<file path="config.mk">
export PLATFORM = sky130hd
export DESIGN_NAME = smiley_hit_edge_detector_flat
export DESIGN_NICKNAME = d
export VERILOG_FILES = /design/src/rtl/smiley_hit_edge_detector_if.sv /design/src/rtl/smiley_hit_edge_detector.sv /design/src/flat_wrapper.sv
export SDC_FILE = /design/constraint.sdc
export NUM_CORES = 1
export LEC_CHECK = 0
export CAP_MARGIN = 20
export CORE_MARGIN = 2
export CORE_UTILIZATION = 50
export CTS_CLUSTER_DIAMETER = 200
export DETAILED_ROUTE_END_ITERATION = 12
export GPL_ROUTABILITY_DRIVEN = 0
export GPL_TIMING_DRIVEN = 0
export HOLD_SLACK_MARGIN = 0.15
export PLACE_DENSITY = 0.76
export SYNTH_ARGS = -nofsm -noshare
export SYNTH_HDL_FRONTEND = slang
export SYNTH_SLANG_ARGS = --single-unit
</file>
<file path="constraint.sdc">
create_clock -name clk -period 2.6 [get_ports clk]
set_input_delay 0.52 -clock clk [delete_from_list [all_inputs] [get_ports clk]]
set_output_delay 0.52 -clock clk [all_outputs]
set_load 0.1 [all_outputs]
</file>
<file path="src/rtl/smiley_hit_edge_detector_if.sv">
// smiley_hit_edge_detector_if: pixel-scan inputs and collision report outputs of the hit edge detector
interface smiley_hit_edge_detector_if;
  logic               startOfFrame;
  logic [10:0]        pixelX;
  logic [10:0]        pixelY;
  logic signed [10:0] topLeftX;
  logic signed [10:0] topLeftY;
  logic               smileyDR;
  logic               obstacleDR;
  logic               collision;
  logic [3:0]         HitEdgeCode;
  logic [15:0]        hitPixelCount;
  modport master (
    output startOfFrame, pixelX, pixelY, topLeftX, topLeftY, smileyDR, obstacleDR,
    input  collision, HitEdgeCode, hitPixelCount
  );
  modport slave (
    input  startOfFrame, pixelX, pixelY, topLeftX, topLeftY, smileyDR, obstacleDR,
    output collision, HitEdgeCode, hitPixelCount
  );
endinterface

</file>
<file path="src/rtl/smiley_hit_edge_detector.sv">
// smiley_hit_edge_detector: accumulates smiley/obstacle overlap edge zones per frame, reports a delayed one-cycle collision
module smiley_hit_edge_detector #(
  parameter int OBJECT_WIDTH_X = 64,
  parameter int OBJECT_HIGHT_Y = 64,
  parameter int EDGE_MARGIN    = 16,
  parameter int MIN_HIT_PIXELS = 4,
  parameter int REPORT_DELAY   = 4
) (
  input logic clk,
  input logic resetN,
  smiley_hit_edge_detector_if.slave bus
);
  typedef enum logic [1:0] {IDLE_ST, COLLECT_ST, DELAY_ST, PULSE_ST} state_t;
  localparam logic signed [11:0] L_MARGIN = 12'(EDGE_MARGIN);
  localparam logic signed [11:0] L_RIGHT  = 12'(OBJECT_WIDTH_X - EDGE_MARGIN);
  localparam logic signed [11:0] L_BOTTOM = 12'(OBJECT_HIGHT_Y - EDGE_MARGIN);
  localparam logic [15:0]        L_MIN    = 16'(MIN_HIT_PIXELS);
  localparam logic [7:0]         L_DELAY  = 8'(REPORT_DELAY - 1);
  state_t             r_state;
  logic [3:0]         r_edge_acc, r_snap_edge, r_hit_edge;
  logic [15:0]        r_pix_acc, r_snap_count, r_hit_count;
  logic [7:0]         r_delay;
  logic               r_collision;
  logic signed [11:0] w_off_x, w_off_y;
  logic               w_hit;
  logic [3:0]         w_edge;
  // signed offsets so pixels left of / above the box fall into the left/top zones
  assign w_off_x = $signed({1'b0, bus.pixelX}) - $signed({bus.topLeftX[10], bus.topLeftX});
  assign w_off_y = $signed({1'b0, bus.pixelY}) - $signed({bus.topLeftY[10], bus.topLeftY});
  assign w_hit   = bus.smileyDR & bus.obstacleDR;
  assign w_edge  = {w_off_x < L_MARGIN, w_off_y < L_MARGIN, w_off_x >= L_RIGHT, w_off_y >= L_BOTTOM};
  assign bus.collision     = r_collision;
  assign bus.HitEdgeCode   = r_hit_edge;
  assign bus.hitPixelCount = r_hit_count;
  always_ff @(posedge clk or negedge resetN) begin
    if (!resetN) begin
      r_state      <= IDLE_ST;
      r_edge_acc   <= '0;
      r_pix_acc    <= '0;
      r_snap_edge  <= '0;
      r_snap_count <= '0;
      r_delay      <= '0;
      r_collision  <= 1'b0;
      r_hit_edge   <= '0;
      r_hit_count  <= '0;
    end else if (bus.startOfFrame) begin
      r_edge_acc  <= '0;
      r_pix_acc   <= '0;
      r_collision <= 1'b0;
      if (r_state == IDLE_ST) begin
        r_state <= COLLECT_ST;
      end else begin
        r_snap_edge  <= r_edge_acc;
        r_snap_count <= r_pix_acc;
        if (r_pix_acc >= L_MIN && r_edge_acc != 4'd0) begin
          r_delay <= L_DELAY;
          r_state <= DELAY_ST;
        end else begin
          r_state <= COLLECT_ST;
        end
      end
    end else begin
      if (r_state != IDLE_ST && w_hit) begin
        r_edge_acc <= r_edge_acc | w_edge;
        r_pix_acc  <= r_pix_acc + {15'd0, r_pix_acc != 16'hFFFF};
      end
      // firing on the last count step makes the registered pulse land REPORT_DELAY cycles after SOF
      if (r_state == DELAY_ST) begin
        r_delay <= r_delay - 8'd1;
        if (r_delay == 8'd1) begin
          r_state     <= PULSE_ST;
          r_collision <= 1'b1;
          r_hit_edge  <= r_snap_edge;
          r_hit_count <= r_snap_count;
        end
      end else if (r_state == PULSE_ST) begin
        r_state     <= COLLECT_ST;
        r_collision <= 1'b0;
      end
    end
  end
endmodule

</file>
<file path="src/flat_wrapper.sv">
// flat-port wrapper written by rule: the top's interface ports become plain ports
module smiley_hit_edge_detector_flat 
#(
  parameter int OBJECT_WIDTH_X = 64,
  parameter int OBJECT_HIGHT_Y = 64,
  parameter int EDGE_MARGIN    = 16,
  parameter int MIN_HIT_PIXELS = 4,
  parameter int REPORT_DELAY   = 4
)
  (clk, resetN, bus_startOfFrame, bus_pixelX, bus_pixelY, bus_topLeftX, bus_topLeftY, bus_smileyDR, bus_obstacleDR, bus_collision, bus_HitEdgeCode, bus_hitPixelCount);
  smiley_hit_edge_detector_if bus_i ();
  input logic clk;
  input logic resetN;
  input wire logic [$bits(bus_i.startOfFrame)-1:0] bus_startOfFrame;
  input wire logic [$bits(bus_i.pixelX)-1:0] bus_pixelX;
  input wire logic [$bits(bus_i.pixelY)-1:0] bus_pixelY;
  input wire logic [$bits(bus_i.topLeftX)-1:0] bus_topLeftX;
  input wire logic [$bits(bus_i.topLeftY)-1:0] bus_topLeftY;
  input wire logic [$bits(bus_i.smileyDR)-1:0] bus_smileyDR;
  input wire logic [$bits(bus_i.obstacleDR)-1:0] bus_obstacleDR;
  output wire logic [$bits(bus_i.collision)-1:0] bus_collision;
  output wire logic [$bits(bus_i.HitEdgeCode)-1:0] bus_HitEdgeCode;
  output wire logic [$bits(bus_i.hitPixelCount)-1:0] bus_hitPixelCount;
  assign bus_i.startOfFrame = bus_startOfFrame;
  assign bus_i.pixelX = bus_pixelX;
  assign bus_i.pixelY = bus_pixelY;
  assign bus_i.topLeftX = bus_topLeftX;
  assign bus_i.topLeftY = bus_topLeftY;
  assign bus_i.smileyDR = bus_smileyDR;
  assign bus_i.obstacleDR = bus_obstacleDR;
  assign bus_collision = bus_i.collision;
  assign bus_HitEdgeCode = bus_i.HitEdgeCode;
  assign bus_hitPixelCount = bus_i.hitPixelCount;
  smiley_hit_edge_detector #(.OBJECT_WIDTH_X(OBJECT_WIDTH_X), .OBJECT_HIGHT_Y(OBJECT_HIGHT_Y), .EDGE_MARGIN(EDGE_MARGIN), .MIN_HIT_PIXELS(MIN_HIT_PIXELS), .REPORT_DELAY(REPORT_DELAY)) u_core (.clk(clk), .resetN(resetN), .bus(bus_i));
endmodule
</file>
==> load_flow_metrics.sql <==
INSERT INTO impl_metrics (metric_group, metric, value, unit) VALUES
('outcome', 'result_of_the_run', 'completed', ''),
('detailed_routing', 'drt_pre_antenna_iters', '4', ''),
('synth', 'ys_warn_count', '0', ''),
('synth', 'synthXorXnorAreaFrac', '0.05281', ''),
('synth', 'cell_taking_the_most_area_after_synthesis', 'sky130_fd_sc_hd__dfrtp_1', ''),
('synth', 'post_synth_num_cell_types', '54', ''),
('floorplanning', 'die_height', '95.07', 'um'),
('synth', 'post_synth.cell_area_avg', '10.55', 'sq um'),
('synth', 'ys_seq_area_frac', '0.4285', ''),
('detailed_routing', 'drcViolationCount', '0', ''),
('worst_setup_path', 'data_required_time_at_the_worst_endpoint', '2.83', 'ns'),
('floorplanning', 'initial_cell_density_of_the_core', '0.5098', ''),
('clock_tree', 'cts_made_buffers', '9', ''),
('detailed_routing', 'drt-initial-drc-count', '186', ''),
('global_route', 'antenna_found_initial', '0', ''),
('power', 'power-per-cell-area', '480.1', 'nW/um^2'),
('clock_tree', 'cts.path.max_buffers', '2', ''),
('synth', 'synth_compound_area_frac', '0.1180', ''),
('global_route', 'globalRouteTotalUtil', '0.1918', ''),
('floorplanning', 'die_area', '9037', 'sq um'),
('cells_and_area', 'layout-area-overhead-vs-synth', '26.95', '%'),
('synth', 'synth_top_cells_by_count', 'sky130_fd_sc_hd__dfrtp_1, sky130_fd_sc_hd__inv_1, sky130_fd_sc_hd__nand2_1', ''),
('floorplanning', 'die_x', '95.07', 'um'),
('worst_setup_path', 'critical_path_arrival', '2.70', 'ns'),
('floorplanning', 'design.core.area', '8134', 'sq um'),
('clock_tree', 'tritoncts', 'built', ''),
('power', 'power.ir.vdd_worst', '0.2644', 'mV'),
('synth', 'ys_seq_elements', '71', ''),
('sta', 'finalSetupViolCount', '0', ''),
('global_route', 'first_global_vias', '3051', ''),
('worst_setup_path', 'critPathMaxFanout', '3', ''),
('sta', 'fin_worst_skew', '0.01303', 'ns'),
('cells_and_area', 'layout.nets', '554', ''),
('sta', 'clock.fmax', '403.8', 'MHz'),
('worst_setup_path', 'critPathMaxStageDelay', '0.47', 'ns'),
('synth', 'synth_edf_count', '0', ''),
('detailed_routing', 'drtAntennaViolNets', '0', ''),
('sta', 'timing.final.max_slew_violations', '0', ''),
('worst_setup_path', 'cp_cell_sequence', 'clkdlybuf4s50_1 > ha_1 > inv_1 > fa_2 > a211oi_2 > o21ai_2 > nand2_2 > a31oi_1 > o21bai_1 > nand2_1 > o311a_1', ''),
('synth', 'synth_simple_gate_area_frac', '0.1430', ''),
('clock_tree', 'cts-root-buf', 'sky130_fd_sc_hd__clkbuf_8', ''),
('synth', 'synth_top_area_share', '0.4285', ''),
('synth', 'main_combinational_cell_family_by_area_after_synthesis', 'simple AND/OR/NAND/NOR gates', ''),
('global_route', 'grt_pass1_wl', '13.54', 'mm'),
('floorplanning', 'ios', '70', ''),
('worst_setup_path', 'start_kind', 'input pin', ''),
('synth', 'yosys.area_share.adder', '0.08811', ''),
('worst_setup_path', 'critPathCaptureType', 'register', ''),
('detailed_routing', 'routed_via_density', '5.440', ''),
('synth', 'synth.most_common_cell', 'sky130_fd_sc_hd__dfrtp_1', ''),
('synth', 'postSynth.asyncResetShare', '1.000', ''),
('global_route', 'grt_max_degree', '72', ''),
('placed_design', 'placement.io_buffers', '69', ''),
('synth', 'number_of_instances_in_the_synthesized_netlist', '393', ''),
('worst_setup_path', 'critical_path_class', 'input pin to register', ''),
('worst_setup_path', 'r2r_end', 'u_core.r_pix_acc[14]$_DFFE_PN0P_', ''),
('sta', 'final_hold_vios', '0', ''),
('sta', 'final_critical_path_setup_slack', '0.1237', 'ns'),
('synth', 'syn-num-nets', '470', ''),
('min_path', 'timing.hold.worst.class', 'input pin to async pin', ''),
('cells_and_area', 'final_util', '0.6471', ''),
('cells_and_area', 'antennaDiodeCount', '0', ''),
('power', 'p_leak', '2.522', 'nW'),
('cells_and_area', 'layout-drive-gt1-share', '0.1763', ''),
('sta', 'fin_crit_sh', '0.9524', ''),
('worst_setup_path', 'crit-reg2reg-launch', 'u_core.r_pix_acc[4]$_DFFE_PN0P_', ''),
('placed_design', 'place_ws', '-0.4060', 'ns'),
('clock_tree', 'clk_transition_reported_paths', '0.07', 'ns'),
('placed_design', 'placed_cells', '567', ''),
('clock_tree', 'clk-insertion-delay-late', '0.35', 'ns'),
('detailed_routing', 'via_count', '3193', '');
## per-layer routing
layer	vias up	track usage	routed length [um]
met1	1541	0.2369	3682
met5	-	0	0
met2	83	0.3257	4039
li1	1556	-	-
met4	0	0.07850	142
met3	13	0.04111	326
## cells in the final DEF (no fill, tap or decap), types with 10 or more instances in the layout
master / instances
sky130_fd_sc_hd__nand3_1: 11
sky130_fd_sc_hd__clkdlybuf4s50_1: 68
sky130_fd_sc_hd__inv_1: 32
sky130_fd_sc_hd__nand2_1: 29
sky130_fd_sc_hd__mux2_2: 20
sky130_fd_sc_hd__ha_1: 25
sky130_fd_sc_hd__mux2_4: 20
sky130_fd_sc_hd__a21oi_1: 22
sky130_fd_sc_hd__dfrtp_1: 71
sky130_fd_sc_hd__a21o_1: 10
sky130_fd_sc_hd__nor2_1: 29
sky130_fd_sc_hd__xor2_1: 17
## power breakdown
| part | internal, mW | switching (mW) |
|---|---|---|
| Clock | 0.543 | 0.432 |
| Combinational | 0.206 | 0.210 |
| Sequential | 1.12 | 0.0141 |
## state kept, by name, indices dropped and copies added, names as in the netlist
signal / flops
u_core.r_pix_acc: 16
u_core.bus.collision: 1
u_core.r_state: 2
u_core.bus.hitPixelCount: 16
u_core.r_snap_edge: 4
u_core.r_edge_acc: 4
u_core.bus.HitEdgeCode: 4
u_core.r_delay: 8
u_core.r_snap_count: 16
## worst max-delay path: cells and delay by family
family	cells	cell delay [ns]
AO/OA/AOI/OAI	5	0.96
buffers and inverters	2	0.53
adder cells (fa/ha/maj)	2	0.52
AND/OR/NAND/NOR	2	0.17
## how the worst max path moves through the flow
stage / from / endpoint / slack, ns
6_report: bus_topLeftX[0] / u_core.r_edge_acc[1]$_DFFE_PN0P_ / 0.12
5_1_grt: bus_topLeftY[4] / u_core.r_edge_acc[0]$_DFFE_PN0P_ / -0.006
4_1_cts: bus_topLeftY[0] / u_core.r_edge_acc[2]$_DFFE_PN0P_ / 0.01
3_5_place_dp: bus_topLeftX[0] / u_core.r_edge_acc[1]$_DFFE_PN0P_ / -0.41
3_3_place_gp: resetN / u_core.r_snap_count[6]$_DFFE_PN0P_ / -1.29
2_1_floorplan: bus_pixelY[0] / u_core.r_edge_acc[0]$_DFFE_PN0P_ / 0.29
## area by class of cell
cell class,instances,area [sq um]
Fill cell,649,2870
Multi-Input combinational cell,282,2251
Sequential cell,71,1777
Timing Repair Buffer,73,718.2
Tap cell,105,131.4
Clock buffer,9,123.9
Inverter,32,120.1
Clock inverter,7,95.09
Buffer,8,47.55
## per-stage QoR
stage          area (sq um)  hold slack, ns  TNS [ns]  power, mW
3_3_place_gp           4969          0.4857    -92.89      1.536
3_5_place_dp           4966          0.4912    -1.390      1.548
2_1_floorplan          4146          0.2244         0      1.399
4_1_cts                5190          0.3094         0      2.524
6_report               5264          0.2886         0      2.527
5_1_grt                5264          0.3499  -0.01250      2.648
## logic make-up after synthesis
| family | Yosys count |
|---|---|
| multiplexers | 41 |
| buffers and inverters | 40 |
| XOR/XNOR | 25 |
| flip-flops | 71 |
| adder cells (fa/ha/maj) | 28 |
| AO/OA/AOI/OAI | 72 |
| AND/OR/NAND/NOR | 116 |
## timing repair
item	in CTS	in global routing
setup buffers	0	4
pin swaps	1	6
setup endpoints to repair	2	5
hold buffers	0	0
resized for setup	1	10
(Power assumes the default switching activity.)
